==> src/rtl/conv_pkg.sv <==
`default_nettype none
// ============================================================================
//  Module      : conv_pkg
//  Description : Shared types and constants for the convolution window
//                sequencers (FSM states, kernel sizes, index width helper).
//  Revision    : 1.0 - initial release
// ============================================================================
package conv_pkg;

    // Sequencer control states
    typedef enum logic [2:0] {
        ST_IDLE     = 3'd0,
        ST_TAP      = 3'd1,
        ST_WAIT_RES = 3'd2,
        ST_WRITE    = 3'd3,
        ST_DONE     = 3'd4
    } state_t;

    // Supported kernel sizes
    localparam logic [2:0] K3 = 3'd3;
    localparam logic [2:0] K5 = 3'd5;
    localparam logic [2:0] K7 = 3'd7;

    // Largest kernel and its tap count (tap_idx must cover MAX_TAPS-1)
    localparam int KMAX_SUPPORTED = 7;
    localparam int MAX_TAPS       = KMAX_SUPPORTED * KMAX_SUPPORTED;

    // Signed width able to hold any row/column index of the image
    function automatic int idx_width(input int rows, input int cols);
        int m;
        m = (rows > cols) ? rows : cols;
        return $clog2(m) + 1;
    endfunction

endpackage
`default_nettype wire

==> src/rtl/conv_tap_addr_gen.sv <==
`default_nettype none
// ============================================================================
//  Module      : conv_tap_addr_gen
//  Description : Combinational tap generator. For output pixel (r, c),
//                channel ch and kernel offset (dy, dx) of a KxK kernel,
//                produces the source byte address, the out-of-image flag
//                and the coefficient index dy*K+dx.
//  Revision    : 1.0 - initial release
// ============================================================================
module conv_tap_addr_gen #(
    parameter int ROWS   = 192,
    parameter int COLS   = 192,
    parameter int CH     = 3,
    parameter int ADDR_W = 17,
    parameter int IW     = 9,
    parameter int CHW    = 2
) (
    input  logic [IW-1:0]     r,
    input  logic [IW-1:0]     c,
    input  logic [CHW-1:0]    ch,
    input  logic [2:0]        dy,
    input  logic [2:0]        dx,
    input  logic [2:0]        k,
    output logic [ADDR_W-1:0] tap_addr,
    output logic              tap_pad,
    output logic [5:0]        tap_idx
);

    // Tap coordinates need headroom beyond the index width: a small image
    // with a large kernel reaches K/2 rows past either edge.
    localparam int TW = IW + 4;

    localparam logic signed [TW-1:0] c_rows   = TW'(ROWS);
    localparam logic signed [TW-1:0] c_cols   = TW'(COLS);
    localparam logic [ADDR_W-1:0]    c_cols_a = ADDR_W'(COLS);
    localparam logic [ADDR_W-1:0]    c_ch_a   = ADDR_W'(CH);

    logic signed [TW-1:0] w_half;
    logic signed [TW-1:0] w_tr;
    logic signed [TW-1:0] w_tc;
    logic [ADDR_W-1:0]    w_row_u;
    logic [ADDR_W-1:0]    w_col_u;

    // Signed tap position, edge test, then unsigned address of in-image taps
    always_comb begin
        w_half   = $signed(TW'(k[2:1]));
        w_tr     = $signed(TW'(r)) + $signed(TW'(dy)) - w_half;
        w_tc     = $signed(TW'(c)) + $signed(TW'(dx)) - w_half;
        tap_pad  = w_tr[TW-1] || (w_tr >= c_rows) || w_tc[TW-1] || (w_tc >= c_cols);
        w_row_u  = ADDR_W'(w_tr);
        w_col_u  = ADDR_W'(w_tc);
        tap_addr = tap_pad ? '0 : ((w_row_u * c_cols_a + w_col_u) * c_ch_a + ADDR_W'(ch));
        tap_idx  = 6'(dy) * 6'(k) + 6'(dx);
    end

endmodule
`default_nettype wire

==> src/rtl/conv_window_sequencer.sv <==
`default_nettype none
// ============================================================================
//  Module      : conv_window_sequencer
//  Description : Walks every output pixel/channel of a pixel-interleaved
//                image, issues the KxK kernel taps of each window to a shared
//                MAC datapath, waits for its result and issues the write.
//  Revision    : 1.0 - initial release
// ============================================================================
module conv_window_sequencer
    import conv_pkg::*;
#(
    parameter int ROWS   = 192,
    parameter int COLS   = 192,
    parameter int CH     = 3,
    parameter int ADDR_W = 17,
    parameter int KMAX   = 7
) (
    input  logic              clk,
    input  logic              rst_n,
    input  logic              start,
    input  logic [2:0]        ksize,
    output logic              busy,
    output logic              done,
    output logic              err_ksize,
    output logic              tap_valid,
    input  logic              tap_ready,
    output logic [ADDR_W-1:0] tap_addr,
    output logic              tap_pad,
    output logic [5:0]        tap_idx,
    output logic              tap_first,
    output logic              tap_last,
    input  logic              res_valid,
    output logic              res_ready,
    output logic              wr_valid,
    input  logic              wr_ready,
    output logic [ADDR_W-1:0] wr_addr
);

    localparam int IW  = idx_width(ROWS, COLS);
    localparam int CHW = (CH > 1) ? $clog2(CH) : 1;

    localparam logic [IW-1:0]     c_last_row = IW'(ROWS - 1);
    localparam logic [IW-1:0]     c_last_col = IW'(COLS - 1);
    localparam logic [CHW-1:0]    c_last_ch  = CHW'(CH - 1);
    localparam logic [ADDR_W-1:0] c_cols_a   = ADDR_W'(COLS);
    localparam logic [ADDR_W-1:0] c_ch_a     = ADDR_W'(CH);

    state_t            r_state;
    state_t            w_next;
    logic [IW-1:0]     r_row;
    logic [IW-1:0]     r_col;
    logic [CHW-1:0]    r_ch;
    logic [2:0]        r_dy;
    logic [2:0]        r_dx;
    logic [2:0]        r_k;
    logic              r_err;

    logic              w_ksize_ok;
    logic              w_tap_fire;
    logic              w_tap_last;
    logic              w_last_pixel;
    logic [ADDR_W-1:0] w_gen_addr;
    logic              w_gen_pad;
    logic [5:0]        w_gen_idx;
    logic [ADDR_W-1:0] w_pix_addr;

    assign w_ksize_ok   = ((ksize == K3) || (ksize == K5) || (ksize == K7)) && (int'(ksize) <= KMAX);
    assign w_tap_fire   = (r_state == ST_TAP) && tap_ready;
    assign w_tap_last   = (r_dy == r_k - 3'd1) && (r_dx == r_k - 3'd1);
    assign w_last_pixel = (r_row == c_last_row) && (r_col == c_last_col) && (r_ch == c_last_ch);
    assign w_pix_addr   = (ADDR_W'(r_row) * c_cols_a + ADDR_W'(r_col)) * c_ch_a + ADDR_W'(r_ch);
    assign err_ksize    = r_err;

    conv_tap_addr_gen #(
        .ROWS   (ROWS),
        .COLS   (COLS),
        .CH     (CH),
        .ADDR_W (ADDR_W),
        .IW     (IW),
        .CHW    (CHW)
    ) u_tap_gen (
        .r        (r_row),
        .c        (r_col),
        .ch       (r_ch),
        .dy       (r_dy),
        .dx       (r_dx),
        .k        (r_k),
        .tap_addr (w_gen_addr),
        .tap_pad  (w_gen_pad),
        .tap_idx  (w_gen_idx)
    );

    // State register
    always_ff @(posedge clk) begin
        if (!rst_n) begin
            r_state <= ST_IDLE;
        end else begin
            r_state <= w_next;
        end
    end

    // Next-state logic
    always_comb begin
        w_next = r_state;
        case (r_state)
            ST_IDLE:     if (start && w_ksize_ok) w_next = ST_TAP;
            ST_TAP:      if (w_tap_fire && w_tap_last) w_next = ST_WAIT_RES;
            ST_WAIT_RES: if (res_valid) w_next = ST_WRITE;
            ST_WRITE:    if (wr_ready) w_next = w_last_pixel ? ST_DONE : ST_TAP;
            ST_DONE:     w_next = ST_IDLE;
            default:     w_next = ST_IDLE;
        endcase
    end

    // Outputs decoded from state; tap/write fields are zero unless valid
    always_comb begin
        busy      = 1'b0;
        done      = 1'b0;
        tap_valid = 1'b0;
        tap_addr  = '0;
        tap_pad   = 1'b0;
        tap_idx   = '0;
        tap_first = 1'b0;
        tap_last  = 1'b0;
        res_ready = 1'b0;
        wr_valid  = 1'b0;
        wr_addr   = '0;
        case (r_state)
            ST_TAP: begin
                busy      = 1'b1;
                tap_valid = 1'b1;
                tap_addr  = w_gen_addr;
                tap_pad   = w_gen_pad;
                tap_idx   = w_gen_idx;
                tap_first = (r_dy == 3'd0) && (r_dx == 3'd0);
                tap_last  = w_tap_last;
            end
            ST_WAIT_RES: begin
                busy      = 1'b1;
                res_ready = 1'b1;
            end
            ST_WRITE: begin
                busy      = 1'b1;
                wr_valid  = 1'b1;
                wr_addr   = w_pix_addr;
            end
            ST_DONE: begin
                done      = 1'b1;
            end
            default: ;
        endcase
    end

    // Loop counters: (dy, dx) advance per accepted tap, (r, c, ch) per accepted write
    always_ff @(posedge clk) begin
        if (!rst_n) begin
            r_row <= '0;
            r_col <= '0;
            r_ch  <= '0;
            r_dy  <= '0;
            r_dx  <= '0;
            r_k   <= '0;
        end else begin
            case (r_state)
                ST_IDLE: begin
                    if (start && w_ksize_ok) begin
                        r_k   <= ksize;
                        r_row <= '0;
                        r_col <= '0;
                        r_ch  <= '0;
                        r_dy  <= '0;
                        r_dx  <= '0;
                    end
                end
                ST_TAP: begin
                    if (w_tap_fire) begin
                        if (w_tap_last) begin
                            r_dy <= '0;
                            r_dx <= '0;
                        end else if (r_dx == r_k - 3'd1) begin
                            r_dx <= '0;
                            r_dy <= r_dy + 3'd1;
                        end else begin
                            r_dx <= r_dx + 3'd1;
                        end
                    end
                end
                ST_WRITE: begin
                    if (wr_ready) begin
                        if (r_ch == c_last_ch) begin
                            r_ch <= '0;
                            if (r_col == c_last_col) begin
                                r_col <= '0;
                                r_row <= (r_row == c_last_row) ? '0 : r_row + IW'(1);
                            end else begin
                                r_col <= r_col + IW'(1);
                            end
                        end else begin
                            r_ch <= r_ch + CHW'(1);
                        end
                    end
                end
                default: ;
            endcase
        end
    end

    // Sticky kernel-size error, re-evaluated on every start seen in IDLE
    always_ff @(posedge clk) begin
        if (!rst_n) begin
            r_err <= 1'b0;
        end else if ((r_state == ST_IDLE) && start) begin
            r_err <= !w_ksize_ok;
        end
    end

endmodule
`default_nettype wire
==> config.mk <==
export PLATFORM = sky130hd
export DESIGN_NAME = conv_window_sequencer
export DESIGN_NICKNAME = d
export VERILOG_FILES = /design/src/rtl/conv_pkg.sv /design/src/rtl/conv_tap_addr_gen.sv /design/src/rtl/conv_window_sequencer.sv
export SDC_FILE = /design/constraint.sdc
export NUM_CORES = 1
export LEC_CHECK = 0
export ABC_AREA = 0
export CORE_UTILIZATION = 30
export CTS_BUF_LIST = sky130_fd_sc_hd__clkbuf_16
export DETAILED_ROUTE_END_ITERATION = 8
export PLACE_DENSITY = 0.51
export SYNTH_ARGS = -nofsm -noshare
export SYNTH_HDL_FRONTEND = slang
export SYNTH_SLANG_ARGS = --single-unit
==> constraint.sdc <==
create_clock -name clk -period 6.3 [get_ports clk]
set_input_delay 0.63 -clock clk [delete_from_list [all_inputs] [get_ports clk]]
set_output_delay 0.63 -clock clk [all_outputs]
set_load 0.01 [all_outputs]
======== Word-level counts from Yosys, hierarchy flattened ========
Cells that the tools add are included.
word-level totals
  bits of input ports ..................... 9
  output and inout port bits .............. 49
  register bits after elaboration ......... 33
operators by class
  multiply operators ...................... 5
  mux-type cells .......................... 41
  equal/unequal tests ..................... 20
  $lt $le $gt $ge ......................... 2
  add/sub/neg operators ................... 15
  reduce and logical (&&, ||, !) cells .... 27
operator list
  kind                     number
  $mux W9                  8
  $mux W17                 3
  $mux W3                  12
  $pmux W9 S2              2
  $add A17 B2 Y17          2
  $mul A17 B2 Y17 const B  2
  $ge A13 B9 Y1 const B    2
  $sub A13 B3 Y13          2
  $add A9 B3 Y10           2
  $add A9 B1 Y9 const B    2
  $eq A9 B8 Y1 const B     2
  $add A17 B17 Y17         1
  $add A17 B9 Y17          1
  $mul A17 B2 Y11 const B  1
  $ne A2 B2 Y1 const B     6
  $pmux W3 S2              2
  $pmux W3 S4              1
  $reduce_and A4 Y1        3
  $mul A9 B2 Y11 const B   1
  $eq A3 B2 Y1 const B     3
  $eq A3 B3 Y1 const B     3
  $logic_not A3 Y1         3
  $logic_and A1 B1 Y1      8
  $mux W1                  8
  other kinds (20)         30

======== Depth between registers and ports, before layout ========
  depth in word-level cells ............... 8
  gate-level depth with buffers ........... 27
  gate-level depth less buffers ........... 27

======== Hierarchy ========
From an unflattened synthesis, not the netlist that was laid out.
second synthesis, totals
  cells, all modules ...................... 836
  area, all modules ....................... 6692.7 um^2
modules (own cells, without submodules)
  module                 cells each  area an instance (um^2)  times used  sequential area each (um^2)
  conv_window_sequencer  429         3474.6                   1           660.6
  conv_tap_addr_gen      407         3218.1                   1           0.0

======== Least setup slack after synthesis ========
No wires, ideal clock.
  path kind ............................... flip-flop to output port
  start ................................... register r_row[0]
  end ..................................... output tap_addr[16]
  arrival time ............................ 5521 ps
  buffers on the path ..................... 0
  setup slack ............................. 149 ps
  stages on the path, launching flop included .. 25
  required time ........................... 5670 ps
  path through ............................ dfxtp_1 ha_1 fa_1 fa_1 nor2_1 o21ai_1 xor2_1 ha_1 inv_1 nor2_1 nor2_1 inv_1 maj3_1 a21oi_2 xnor2_1 ha_1 a31o_2 a21oi_1 xnor2_1 ha_1 xor2_1 xnor2_1 xnor3_1 xor2_1 mux2_2
between the ends
  longest elaborated chain between the ends .. 8
  elaborated cells between the ends (all ways) .. 12
  those cells by class .................... add/sub (4); mul (2); order compare (1); mux (2); reduce/logical (3)
ends and longest elaborated chain
  element                                                        RTL line                                          source
  start: declaration                                             conv_window_sequencer.sv:50                       logic [IW-1:0] r_row;
  start signal: assignment                                       conv_window_sequencer.sv:194                      r_row <= (r_row == c_last_row) ? '0 : r_row + IW'(1);
  $add A9 B3 Y10 (*)                                             conv_tap_addr_gen.sv:47                           w_tr = $signed(TW'(r)) + $signed(TW'(dy)) - w_half;
  $sub A13 B3 Y13 (*)                                            conv_tap_addr_gen.sv:47
  $mul A17 B2 Y11 / $ge A13 B9 Y1 (equally long branches)        conv_tap_addr_gen.sv:52, conv_tap_addr_gen.sv:49
  $add A17 B17 Y17 / $logic_or A1 B1 Y1 (equally long branches)  conv_tap_addr_gen.sv:52, conv_tap_addr_gen.sv:49
  $mul A17 B2 Y17 / $logic_or A1 B1 Y1 (equally long branches)   conv_tap_addr_gen.sv:52, conv_tap_addr_gen.sv:49
  $add A17 B2 Y17 / $logic_or A1 B1 Y1 (equally long branches)   conv_tap_addr_gen.sv:52, conv_tap_addr_gen.sv:49
  $mux W17 (*)                                                   conv_tap_addr_gen.sv:52                           tap_addr = tap_pad ? '0 : ((w_row_u * c_cols_a + w_col_u) * c_ch_a + ADDR_W'(ch));
  $mux W17 (*)                                                   conv_window_sequencer.sv:128                      case (r_state)
  end: declaration                                               conv_window_sequencer.sv:27                       output logic [ADDR_W-1:0] tap_addr,
Mark *: on every way between the ends. The rest lies on a longest branch, timed or not.

======== Worst setup path in the final report ========
  start ................................... register r_dy[0]
  end ..................................... output tap_addr[16]
between the ends
  longest elaborated chain between the ends .. 8
  elaborated cells between the ends (all ways) .. 12
  those cells by class .................... add/sub (4); mul (2); order compare (1); mux (2); reduce/logical (3)
ends and longest elaborated chain
  element                                                        RTL line                                          source
  start: declaration                                             conv_window_sequencer.sv:53                       logic [2:0] r_dy;
  start signal: assignment                                       conv_window_sequencer.sv:182                      r_dy <= r_dy + 3'd1;
  $add A9 B3 Y10 (*)                                             conv_tap_addr_gen.sv:47
  $sub A13 B3 Y13 (*)                                            conv_tap_addr_gen.sv:47
  $mul A17 B2 Y11 / $ge A13 B9 Y1 (equally long branches)        conv_tap_addr_gen.sv:52, conv_tap_addr_gen.sv:49
  $add A17 B17 Y17 / $logic_or A1 B1 Y1 (equally long branches)  conv_tap_addr_gen.sv:52, conv_tap_addr_gen.sv:49
  $mul A17 B2 Y17 / $logic_or A1 B1 Y1 (equally long branches)   conv_tap_addr_gen.sv:52, conv_tap_addr_gen.sv:49
  $add A17 B2 Y17 / $logic_or A1 B1 Y1 (equally long branches)   conv_tap_addr_gen.sv:52, conv_tap_addr_gen.sv:49
  $mux W17 (*)                                                   conv_tap_addr_gen.sv:52
  $mux W17 (*)                                                   conv_window_sequencer.sv:128
Marks and branches as above.

==> results list <==
- Pre-CTS WS: -0.380 ns
* Crit path time final: 6.23 ns
- Net count after synthesis: between 900 and 1000
- CTS saw 33 sinks.
- Clock latency on the worst-skew pair: ~0.28 ns
- Largest net degree at the start of global routing: 19
- STA puts the critical path data required time at roughly 5.7 ns.
- Hold_ws: 0.492 ns
- Vias in the first global route: ~5600
- Compared with the post-synthesis result, the final layout area differs by 32.4%.
* Worst hold-check path type: reg -> reg
* HPWL after detailed placement: about 13000 um
* Max rail drop VDD: about 0.00011 V
- At the end of the flow, the number of nets in the layout was about 1100.
* Number of cells produced by synthesis: between 800 and 900
- The die is around 150 um tall.
* Worst setup SP type: register
- STA classifies the critical path endpoint as an output pin.
- Most common flop cell mapped by yosys: dfxtp_1
- # port buffers: 57
* Largest delay share family, worst path: adder cells
- Die width: approximately 150 um
* CTS tree: yes
- The critical path in this run is classified as reg -> out.
* Total routing resource utilization after global routing: 0.139
- For this run, the register share of the synthesized area comes to 0.102.
* Highest fanout seen on the critical path: 3
- The root buffer cell chosen for the clock tree is clkbuf_16.
- Worst slew pin tran: between 0.7 and 0.8 ns
- A synthesized cell averages ~7.9 um^2.
* Clock slew at reported path FFs: 0.06 ns
* Final Hold Violating Endpoints: 0
- Final cycle utilization of the critical path: 0.990
- Proportion of layout cells with a drive suffix above 1: 0.199
- In this run the tightest slew margin relative to its limit is 0.526.
- Die ar.: roughly 0.022 mm^2
- Clock tree synthesis inserted a total of 5 buffers.
* Number of max-slew violations in the final report: 0
- Core Box Area: between 0.02 and 0.025 mm^2
- DR vias/cell: about 4.7
- Utilization after layout: 0.407
* Wire length per cell: between 10 and 15 um
- Count of buffer and inverter cells on the critical path: 4
* Share of synthesized registers carrying an async set or reset: 0
* Max Clock Freq: 160 MHz
* Post-route worst setup slack: around 0.065 ns
- Yosys printed 0 warnings.
* Power per cell area: 153 mW/mm^2
- The first global-routing pass estimated around 25000 um of wire.
- Crit-path slowest cell: fa_2
* Max-cap violations: 0
* Final antenna diode count: 0
* FP Rows: 53
- Yosys mapped a number of flops with a built-in enable equal to 0.
* Number of routed nets with antenna violations: 0
- Across all layers, the routed design uses ~5900 vias.
* Top-level I/O count: 58
* Register bit total from synthesis: 33
* Starting utilization of the core area: 0.308
* Run status: finished clean
- Setup repair after global routing could not meet its margin everywhere.
- At the worst endpoint, the arrival time is between 5 and 6 ns.
- Total overflow reported by the global router: 0
* Cell area after synthesis: approximately 0.0065 mm^2
* CP peak stage delay: about 0.58 ns
- The analysis attributes to cell leakage a power of 4.09 nW.
- After the first detailed-routing iteration, the DRC count stood at approximately 170.
- DRC errors left: 0
* Deepest clock path buffer count: 2
- Number of endpoints failing setup at the final stage: 0
- Wires add up to 15400 um.
* Clock Skew: between 0.007 and 0.008 ns
- The number of antenna violations at the first check in global routing came to 0.
- Gpl congestion: 0.788
- CTS H-tree depth: 2
* Number of different library cells in the post-synthesis netlist: 76
- First drt pass iteration count: 4
-- Yosys cell counts (all sizes together), types with 6 or more instances --
library cell,number,share of area
and3,12,0.012
a21o,17,0.020
o21ai,30,0.023
dfxtp,33,0.10
nand4,7,0.0091
inv,68,0.039
nor3,22,0.018
ha,125,0.24
and2,12,0.012
nor3b,6,0.0069
nand2b,7,0.0068
nor2b,13,0.013
a21oi,53,0.042
or2,10,0.0096
a31oi,8,0.0077
nor4,6,0.0058
xnor2,60,0.081
o21bai,11,0.013
buf,6,0.0064
xor2,47,0.066
clkbuf,11,0.0066
nand2,49,0.028
nand3,17,0.014
a211oi,8,0.012
fa,15,0.046
nor2,94,0.054
o211ai,6,0.0069
-- area by class of cell --
class,instances,area [um^2]
clock buffer,5,125
clock inverter,3,46.3
fill,2225,12500
inverter,68,255
multi-input combinational,699,5830
sequential,33,661
tap,275,344
timing repair buffer,159,1330
-- worst min-delay path: cells and delay by family, from the launching register on --
family	cells	cell delay, ns
compound gates	1	0.05
simple gates	1	0.08
flops	1	0.33
-- per-layer routing --
layer | global-route usage | routed length, um | up-vias
met5 | 0 | 0 | -
met4 | 0.0270 | 127 | 0
met3 | 0.0101 | 398 | 7
met2 | 0.227 | 6930 | 64
met1 | 0.198 | 7910 | 2653
li1 | - | - | 3163
-- state kept, by name (all words and copies together), names as in the netlist --
register   flops
r_ch           2
r_state        3
r_dy           3
r_col          9
r_dx           3
r_row          9
r_k            3
err_ksize      1
-- power breakdown --
group	switching, mW	internal (mW)
combinational	0.375	0.440
clock	0.0955	0.187
sequential	0.00428	0.213
total	0.474	0.840
-- layout by cell type (no fill, tap or decap), types with 8 or more instances in the layout --
| cell type | Yosys | routed |
|---|---|---|
| and2_1 | 11 | 11 |
| ha_4 | 0 | 8 |
| a21oi_1 | 51 | 43 |
| and3_1 | 11 | 10 |
| or2_2 | 10 | 10 |
| dfxtp_1 | 33 | 33 |
| buf_4 | 0 | 101 |
| o21bai_1 | 11 | 9 |
| fa_1 | 15 | 10 |
| clkdlybuf4s50_1 | 0 | 51 |
| inv_1 | 68 | 68 |
| a31oi_1 | 8 | 8 |
| nor2b_1 | 13 | 13 |
| nor2_1 | 94 | 93 |
| xor2_1 | 45 | 41 |
| o21ai_1 | 5 | 8 |
| xnor2_1 | 60 | 55 |
| ha_1 | 125 | 114 |
| o21ai_0 | 25 | 21 |
| nand2_1 | 49 | 49 |
| nand3_1 | 16 | 16 |
| a21o_1 | 17 | 17 |
| a21oi_2 | 2 | 9 |
| nor3_1 | 21 | 18 |
-- kinds of logic after synthesis --
| family | after synthesis | synth area share |
|---|---|---|
| XOR/XNOR | 108 | 0.150 |
| buffers and inverters | 85 | 0.0523 |
| AO/OA/AOI/OAI | 176 | 0.193 |
| flip-flops | 33 | 0.102 |
| AND/OR/NAND/NOR | 268 | 0.204 |
| multiplexers | 6 | 0.00965 |
| adder cells (fa/ha/maj) | 141 | 0.289 |
-- per-stage QoR --
stage	setup TNS, ns	cells	instance area [um^2]	total power [mW]
floorplan	0	817	6480	0.670
global placement	-0.474	1227	8030	0.920
detailed placement	-0.687	1227	8030	0.916
CTS	-0.165	1239	8270	1.22
global route	-0.410	1242	8580	1.43
finish	0	1242	8580	1.31
-- final timing paths --
kind | start | end | slack (ns) | depth (start not counted)
setup / recovery | r_dy[0] | tap_addr[16] | 0.07 | 25
hold / removal | err_ksize | err_ksize | 0.49 | 2
setup reg to reg | r_state[0] | r_row[7] | 2.68 | 9
hold reg to reg | err_ksize | err_ksize | 0.49 | 2
-- repair_timing --
item,4_1_cts,5_1_grt
endpoints found under the setup margin,6,6
gates resized for setup,21,56
buffers inserted,4,4
hold buffers,0,0
hold endpoints to repair,0,0
pin swaps,10,33
No activity file was read; power rests on OpenSTA's default activity.
